**src/rtl/text_renderer.sv**
```systemverilog
// Single-line text overlay: character line buffer, two-stage glyph-ROM render pipeline,
// clear sequencer and frame-based blink generator.
module text_renderer #(
    parameter int NUM_CHARS    = 16,
    parameter int TEXT_X       = 0,
    parameter int TEXT_Y       = 0,
    parameter int SCALE_LOG2   = 0,
    parameter int CODE_OFFSET  = 30,
    parameter int BLINK_FRAMES = 30
) (
    input  logic                         clk,
    input  logic                         rst_n,
    input  logic [9:0]                   hcount,
    input  logic [9:0]                   vcount,
    input  logic                         video_on,
    input  logic                         wr_en,
    input  logic [$clog2(NUM_CHARS)-1:0] wr_idx,
    input  logic [7:0]                   wr_char,
    input  logic                         clr,
    input  logic                         blink_en,
    output logic                         busy,
    output logic [7:0]                   char_addr,
    output logic [2:0]                   row_addr,
    input  logic [7:0]                   bitmap,
    output logic                         pixel_on,
    output logic                         video_on_d
);

    localparam int         IDX_W      = $clog2(NUM_CHARS);
    localparam int         BOX_W      = NUM_CHARS * 8 * (2 ** SCALE_LOG2);
    localparam int         BOX_H      = 8 * (2 ** SCALE_LOG2);
    localparam int         FC_W       = $clog2(BLINK_FRAMES) + 1;
    localparam logic [7:0] SPACE      = 8'h20;
    localparam logic [7:0] SPACE_ADDR = 8'(32 - CODE_OFFSET);

    typedef enum logic {IDLE, CLEAR} state_t;

    state_t           state, next_state;
    logic [IDX_W-1:0] clr_idx;
    logic [7:0]       buffer [NUM_CHARS];
    logic             buf_we;
    logic [IDX_W-1:0] buf_widx;
    logic [7:0]       buf_wdata;

    // Extra top bit catches coordinates left of / above the box as a wrapped negative.
    logic [10:0] rx_full, ry_full;
    logic        in_box;
    logic [IDX_W-1:0] char_idx;

    logic [2:0]  bitcol_s1;
    logic        in_box_s1, video_on_s1;
    logic [FC_W-1:0] frame_cnt;
    logic        blink_phase;

    assign rx_full  = {1'b0, hcount} - 11'(TEXT_X);
    assign ry_full  = {1'b0, vcount} - 11'(TEXT_Y);
    assign in_box   = video_on && !rx_full[10] && (rx_full < 11'(BOX_W))
                               && !ry_full[10] && (ry_full < 11'(BOX_H));
    assign char_idx = rx_full[3+SCALE_LOG2 +: IDX_W];
    assign busy     = (state == CLEAR);

    // NOTE: every signal driven here gets a default first so no path can infer a latch.
    always_comb begin
        next_state = state;
        buf_we     = 1'b0;
        buf_widx   = wr_idx;
        buf_wdata  = wr_char;
        case (state)
            IDLE: begin
                if (clr)        next_state = CLEAR;
                else if (wr_en) buf_we     = 1'b1;
            end
            CLEAR: begin
                buf_we    = 1'b1;
                buf_widx  = clr_idx;
                buf_wdata = SPACE;
                if (clr_idx == IDX_W'(NUM_CHARS - 1)) next_state = IDLE;
            end
            default: next_state = IDLE;
        endcase
    end

    // NOTE: state updates use non-blocking assignments so all registers sample pre-edge values.
    always_ff @(posedge clk or negedge rst_n) begin
        if (!rst_n) begin
            state   <= IDLE;
            clr_idx <= '0;
        end else begin
            state   <= next_state;
            clr_idx <= (state == CLEAR) ? clr_idx + 1'b1 : '0;
        end
    end

    // NOTE: the line buffer is a small register file, so it is reset to spaces; a clear can
    // be aborted by reset and must still leave a blank line.
    always_ff @(posedge clk or negedge rst_n) begin
        if (!rst_n) begin
            for (int i = 0; i < NUM_CHARS; i++) buffer[i] <= SPACE;
        end else if (buf_we) begin
            buffer[buf_widx] <= buf_wdata;
        end
    end

    always_ff @(posedge clk or negedge rst_n) begin
        if (!rst_n) begin
            char_addr   <= SPACE_ADDR;
            row_addr    <= '0;
            bitcol_s1   <= '0;
            in_box_s1   <= 1'b0;
            video_on_s1 <= 1'b0;
        end else begin
            char_addr   <= in_box ? buffer[char_idx] - 8'(CODE_OFFSET) : SPACE_ADDR;
            row_addr    <= in_box ? ry_full[SCALE_LOG2 +: 3] : 3'd0;
            bitcol_s1   <= rx_full[SCALE_LOG2 +: 3];
            in_box_s1   <= in_box;
            video_on_s1 <= video_on;
        end
    end

    always_ff @(posedge clk or negedge rst_n) begin
        if (!rst_n) begin
            pixel_on   <= 1'b0;
            video_on_d <= 1'b0;
        end else begin
            pixel_on   <= in_box_s1 & bitmap[3'd7 - bitcol_s1] & ~(blink_en & blink_phase);
            video_on_d <= video_on_s1;
        end
    end

    // Frame start is the sampled (0,0) coordinate, regardless of blink_en.
    always_ff @(posedge clk or negedge rst_n) begin
        if (!rst_n) begin
            frame_cnt   <= '0;
            blink_phase <= 1'b0;
        end else if (hcount == 10'd0 && vcount == 10'd0) begin
            if (frame_cnt == FC_W'(BLINK_FRAMES - 1)) begin
                frame_cnt   <= '0;
                blink_phase <= ~blink_phase;
            end else begin
                frame_cnt <= frame_cnt + 1'b1;
            end
        end
    end

endmodule

```
**config.mk**
```make
export PLATFORM = sky130hd
export DESIGN_NAME = text_renderer
export DESIGN_NICKNAME = d
export VERILOG_FILES = /design/src/rtl/text_renderer.sv
export SDC_FILE = /design/constraint.sdc
export NUM_CORES = 1
export LEC_CHECK = 0
export BUFFER_PORTS_ARGS = -buffer_cell sky130_fd_sc_hd__buf_2
export CAP_MARGIN = 0
export CORE_MARGIN = 2
export CORE_UTILIZATION = 60
export CTS_CLUSTER_DIAMETER = 200
export DETAILED_ROUTE_END_ITERATION = 8
export PLACE_DENSITY_LB_ADDON = 0.12
export SYNTH_ARGS = -nofsm -noshare
export SYNTH_HDL_FRONTEND = slang
export SYNTH_SLANG_ARGS = --single-unit
```
**constraint.sdc**
```tcl
create_clock -name clk -period 2.1 [get_ports clk]
set_input_delay 0.21 -clock clk [delete_from_list [all_inputs] [get_ports clk]]
set_output_delay 0.21 -clock clk [all_outputs]
set_load 0.01 [all_outputs]
```
After elaboration in Yosys (flattened, before gate mapping)
Cells that the tools add are included.
- flip-flop bits (word level): 158
- latch bits: 0
- memory bits (writable): 0
- memory bits (read-only): 0
- output and inout bits: 14
- logic and storage cells: 74
- memories kept: 0
- add/subtract/negate cells: 4
- multiply operators: 0
- div/mod/pow operators: 0
- order comparisons: 6
- equal/unequal tests: 2
- shifts and indexed selects: 0
- mux-type cells: 20
- bitwise gates (word level): 8
- reductions and logical operators: 7
- operator list (kind ; count):
    bitwise mux 128 bit ; 1
    two-way mux 8 bit ; 5
    binary-select mux 8 bit (select 4 bit) ; 1
    demux 8 bit (select 4 bit) ; 1
    logical NOT 10 bit ; 2
    greater-or-equal comparator 5 bit (second input constant) ; 2
    less-than comparator 10 x 4 -> 1 bit (second input constant) ; 1
    less-than comparator 10 x 8 -> 1 bit (second input constant) ; 1
    inverter 4 -> 5 bit ; 2
    two-way mux 4 bit ; 2
    subtractor 8 x 5 -> 8 bit (second input constant) ; 1
    adder 6 x 1 -> 6 bit (second input constant) ; 1
    == test 6 x 5 -> 1 bit (second input constant) ; 1
    two-way mux 6 bit ; 1
    less-than comparator 5 x 1 -> 1 bit (second input constant) ; 1
    two-way mux 1 bit ; 5
    adder 4 x 1 -> 4 bit (second input constant) ; 1
    == test 4 bit (second input constant) ; 1
    logical AND 1 bit ; 4
    less-than comparator 3 x 4 -> 1 bit (second input constant) ; 1
    one-hot mux 1 bit (2 select lines) ; 2
    AND 1 bit ; 3
    binary-select mux 1 bit (select 3 bit) ; 1
    two-way mux 3 bit ; 1
    3 further kinds ; 5

Logic depth before layout (Yosys ltp)
- depth in word-level cells: 7
- gate-level depth with buffers: 10
- mapped depth without buffers: 7

Worst setup path before layout
Ideal clock, no wire load.
- kind: reg2reg
- from: register state (netlist: busy)
- to: register buffer[80] (netlist name)
- setup time: 0.125 ns
- arrival time: 1.844 ns
- data required time: 1.975 ns
- slack: 0.132 ns
- stages on the path, launching flop included: 6
- path buffers: 1
- cells stage by stage: dfrtp_1 > buf_2 > mux2i_2 > nand2_1 > nor2_2 > mux2_2
- cells in the longest elaborated chain, start to end: 7
- elaborated cells on any way between the ends: 11
- those cells by class: order compare: 2; mux: 6; bitwise: 2; reduce/logical: 1
- ends and longest elaborated chain (item ; RTL line ; text):
    start, declared ; 38 ; state_t state, next_state;
    start signal, assigned ; 89 ; state <= next_state;
    two-way mux 4 bit ; 68 ; case (state)
    inverter 4 -> 5 bit (not written as such) ; 100 ; buffer[buf_widx] <= buf_wdata;
    greater-or-equal comparator 5 bit (not written as such) or less-than comparator 5 x 1 -> 1 bit (tied branches) ; 100 ;
    logical AND 1 bit (not written as such) ; 100 ;
    two-way mux 8 bit (not written as such) ; 100 ;
    demux 8 bit (select 4 bit) ; 100 ;
    bitwise mux 128 bit ; 100 ;
    end signal, assigned by index ; 100 ;
    end, declared ; 40 ; logic [7:0] buffer [NUM_CHARS];
Several ways; a longest one is shown, not always the timed one.
A chain may end at the register's enable or synchronous reset.

Worst setup path after layout
- from: register state (netlist: busy)
- to: register buffer[35] (netlist name)
Same word-level chain as after synthesis.

==> impl_metrics.toml <==
[place]
dp.cells = 755
hpwl_um = 11400
gp_congestion = 0.803
port_buffers = 59
place_area_sq_mm = 0.00832

[critical_path]
critPathMaxFanout = 12
critPathMaxStageDelay_ns = 0.49
cp.required_ns = 2.41
crit_family = "flip-flops"
path_depth = 7
ff2ff_path_depth = 7
crit_type = "reg -> reg"
worstPathArrival_ns = 2.26
crit_chain = "buf_4 > nand2_1 > o21ai_1 > nand2_1 > nor2_2 > buf_4 > mux2_2"
critPathBufInv = 2
cp-start-kind = "flip-flop"
critPathCaptureType = "flip-flop"
reg2reg_setup_slack_ns = 0.15
cp_slowest_cell = "dfrtp_2"

[logic_synthesis]
yosys.area.top_type = "dfrtp_1"
synth_cells = 499
synthArstFlopShare_pct = 100
post_synth_num_cell_types = 54
yosysSeqAreaShare_pct = 53.6
synth_top_flop_cell = "dfrtp_1"
ys_warn_count = 0
synth_area_leaders = "dfrtp_1 (48%), mux2_2 (14%), mux4_2 (11%)"
synth_nets = 549
synth_seq_cells = 158
synth_edf_count = 0
synth_top_area_share_pct = 47.6
syn_area_per_cell_sq_um = 14.9
syn_area_sq_mm = 0.00741

[die]
die-area_sq_mm = 0.0133
pin_count = 60
placementRows = 40
core_sq_mm = 0.0121
start_util_pct = 61.5
die_w_um = 115
die_h_um = 115

[timing]
period_share_pct = 93.1
worstMarginPinSlew_ns = 1.12
min_period_ns = 1.95
skew_ns = 0.00698
timing.final.hold_violations = 0
rsz0062_at_grt = "false"
setup_viol = 0
fmax_mhz = 512
max-slew-margin-rel_pct = 25.1
final_max_slew_viol_count = 0
hold-worst-slack_ns = 0.0419

[job]
timing.max_cap.violations = 0

[status]
status = "complete, no violations"

[worst_hold_path]
min_path_type = "in -> reg"
hold_path_depth = 2

[finish]
synthToLayoutAreaGrowth_pct = 20.8
fill_cells = 787
fin_nets = 661
finalInstanceArea_sq_mm = 0.00896
n_antenna_cell = 0
fin_util_pct = 74.3
drive_gt1_share_pct = 49.6
stdcell_count = 791

[global_route]
grtUsageTotal_pct = 27.3
antenna_found_initial = 0
grt_pass1_wl_um = 26400
grt_max_degree = 63
grt_overflow_total = 0
grt_pass1_vias = 4954

[clock_tree]
cts.sinks = 158
tritoncts = "yes"
numCtsBuffers = 17
htreeDepth = 4
clockRootBuffer = "clkbuf_16"
insertion_delay_ns = 0.43
cts_setup_buffers = 0
clk_pin_slew_ns = 0.06
clockBufferDepth = 2

[routing]
drc = 0
via_per_inst = 5.84
routed_wirelength_um = 16200
drtIter0Drc = 342
wl_per_cell_um = 20.5
drt_pass1_iterations = 4
drtAntennaViolNets = 0
vias = 4621

[power_and_ir_drop]
internal_power_mw = 7.96
ir_drop_uv = 1010
clockPowerShare_pct = 26.7
p_per_area_mw_per_mm2 = 1260
power_mw = 11.3
p_seq_share_pct = 42.3
leakagePower_nw = 4.24
p_switching_mw = 3.30
swShare_pct = 29.3
pwr-share-comb_pct = 31.0
[stage by stage]
step | setup slack [ns] | TNS, ns
global placement | -0.0226 | -0.0226
detailed placement | -0.0844 | -0.0844
CTS | 0.0294 | 0
floorplan | 0.132 | 0
finish | 0.146 | 0
global route | 0.0273 | 0
[cells in the final DEF (no fill, tap or decap), types with 8 or more instances in the layout]
| master | netlist | routed |
|---|---|---|
| nor2_2 | 8 | 8 |
| buf_4 | 3 | 42 |
| nor2_1 | 11 | 11 |
| nand3_1 | 10 | 9 |
| clkbuf_16 | 0 | 17 |
| buf_12 | 0 | 10 |
| dfstp_2 | 17 | 17 |
| mux2_2 | 92 | 92 |
| nand2_1 | 26 | 26 |
| nor2b_1 | 12 | 12 |
| mux2i_1 | 12 | 12 |
| dfrtp_1 | 141 | 140 |
| mux2_1 | 38 | 38 |
| mux4_2 | 36 | 36 |
| buf_2 | 5 | 58 |
[repair_timing]
item | CTS | global route
gates resized for setup | 0 | 4
setup endpoints to repair | 0 | 46
endpoints found under the hold margin | 51 | 0
hold buffers | 5 | 0
[cells in the mapped netlist (2+ instances only)]
cell      count
nor3_4        2
nand2b_1      4
and2_1        3
a21oi_1       2
nand2_1      26
or4_1         2
mux2i_1      12
buf_2         5
buf_6         3
nand3b_1      3
mux4_2       36
nand4_1       2
a22oi_1       2
mux2_1       38
nand3_1      10
buf_4         3
nor2_1       11
nor2_2        8
or2_2         2
inv_1         5
and3_1        5
a41oi_1       2
o21ai_1       5
dfrtp_1     141
and4_1        3
clkbuf_1     11
dfstp_2      17
nor2b_1      12
a22o_1        3
ha_1          4
nor3_1        2
mux2_2       92
xor2_1        2
[registers in the layout, summed over array words and instances (netlist names)]
signal	flops
buffer	128
clr_idx	4
video_on_s1	1
pixel_on	1
busy	1
char_addr	8
frame_cnt	6
in_box_s1	1
row_addr	3
bitcol_s1	3
video_on_d	1
blink_phase	1
[power groups by stage]
stage	clock, mW	sequential (mW)	combinational (mW)
floorplan	0	4.54	2.40
global placement	0	4.73	3.34
detailed placement	0	4.80	3.47
CTS	3.05	4.76	3.49
global route	3.17	4.90	3.75
finish	3.01	4.77	3.49
[area by class of cell]
class	count	area [sq um]	share of cell area (%)
Inverter	6	22.5	0.251
Timing Repair Buffer	116	867	9.68
Multi-Input combinational cell	312	3300	36.9
Clock inverter	6	82.6	0.922
Sequential cell	158	3980	44.4
Tap cell	168	210	2.35
Clock buffer	25	495	5.53
[path summary, 6_finish.rpt]
path,start,end
max reg2reg,busy,buffer[35]
max in group asynchronous,rst_n,buffer[93]
min in group asynchronous,rst_n,buffer[65]
min,vcount[1],row_addr[1]
max,busy,buffer[35]
min reg2reg,video_on_s1,video_on_d
[logic make-up (layout without fill, tap and decap cells)]
family | Yosys count | in the layout | synth area share, %
adders and majority gates | 4 | 4 | 0.675
muxes | 179 | 179 | 32.5
AOI/OAI and AO/OA | 24 | 24 | 2.51
and+or+nand+nor | 102 | 102 | 8.35
DFF | 158 | 158 | 53.6
xor gates and xnor gates | 3 | 3 | 0.354
buffers and inverters | 29 | 153 | 2.01
[layer usage]
layer / global-route usage (%) / vias to the layer above / part of all wire, %
li1: - / 2084 / -
met5: 0 / - / 0
met1: 36.2 / 2397 / 43
met2: 44.5 / 119 / 49
met3: 6.33 / 21 / 5.1
met4: 9.88 / 0 / 2.1
[worst register-to-register path, stage by stage, from the launching register on]
cell     delay, ns
dfrtp_2       0.49
buf_4         0.18
nand2_1       0.05
o21ai_1       0.20
nand2_1       0.20
nor2_2        0.15
buf_4         0.22
mux2_2        0.36
(Power assumes the default switching activity.)
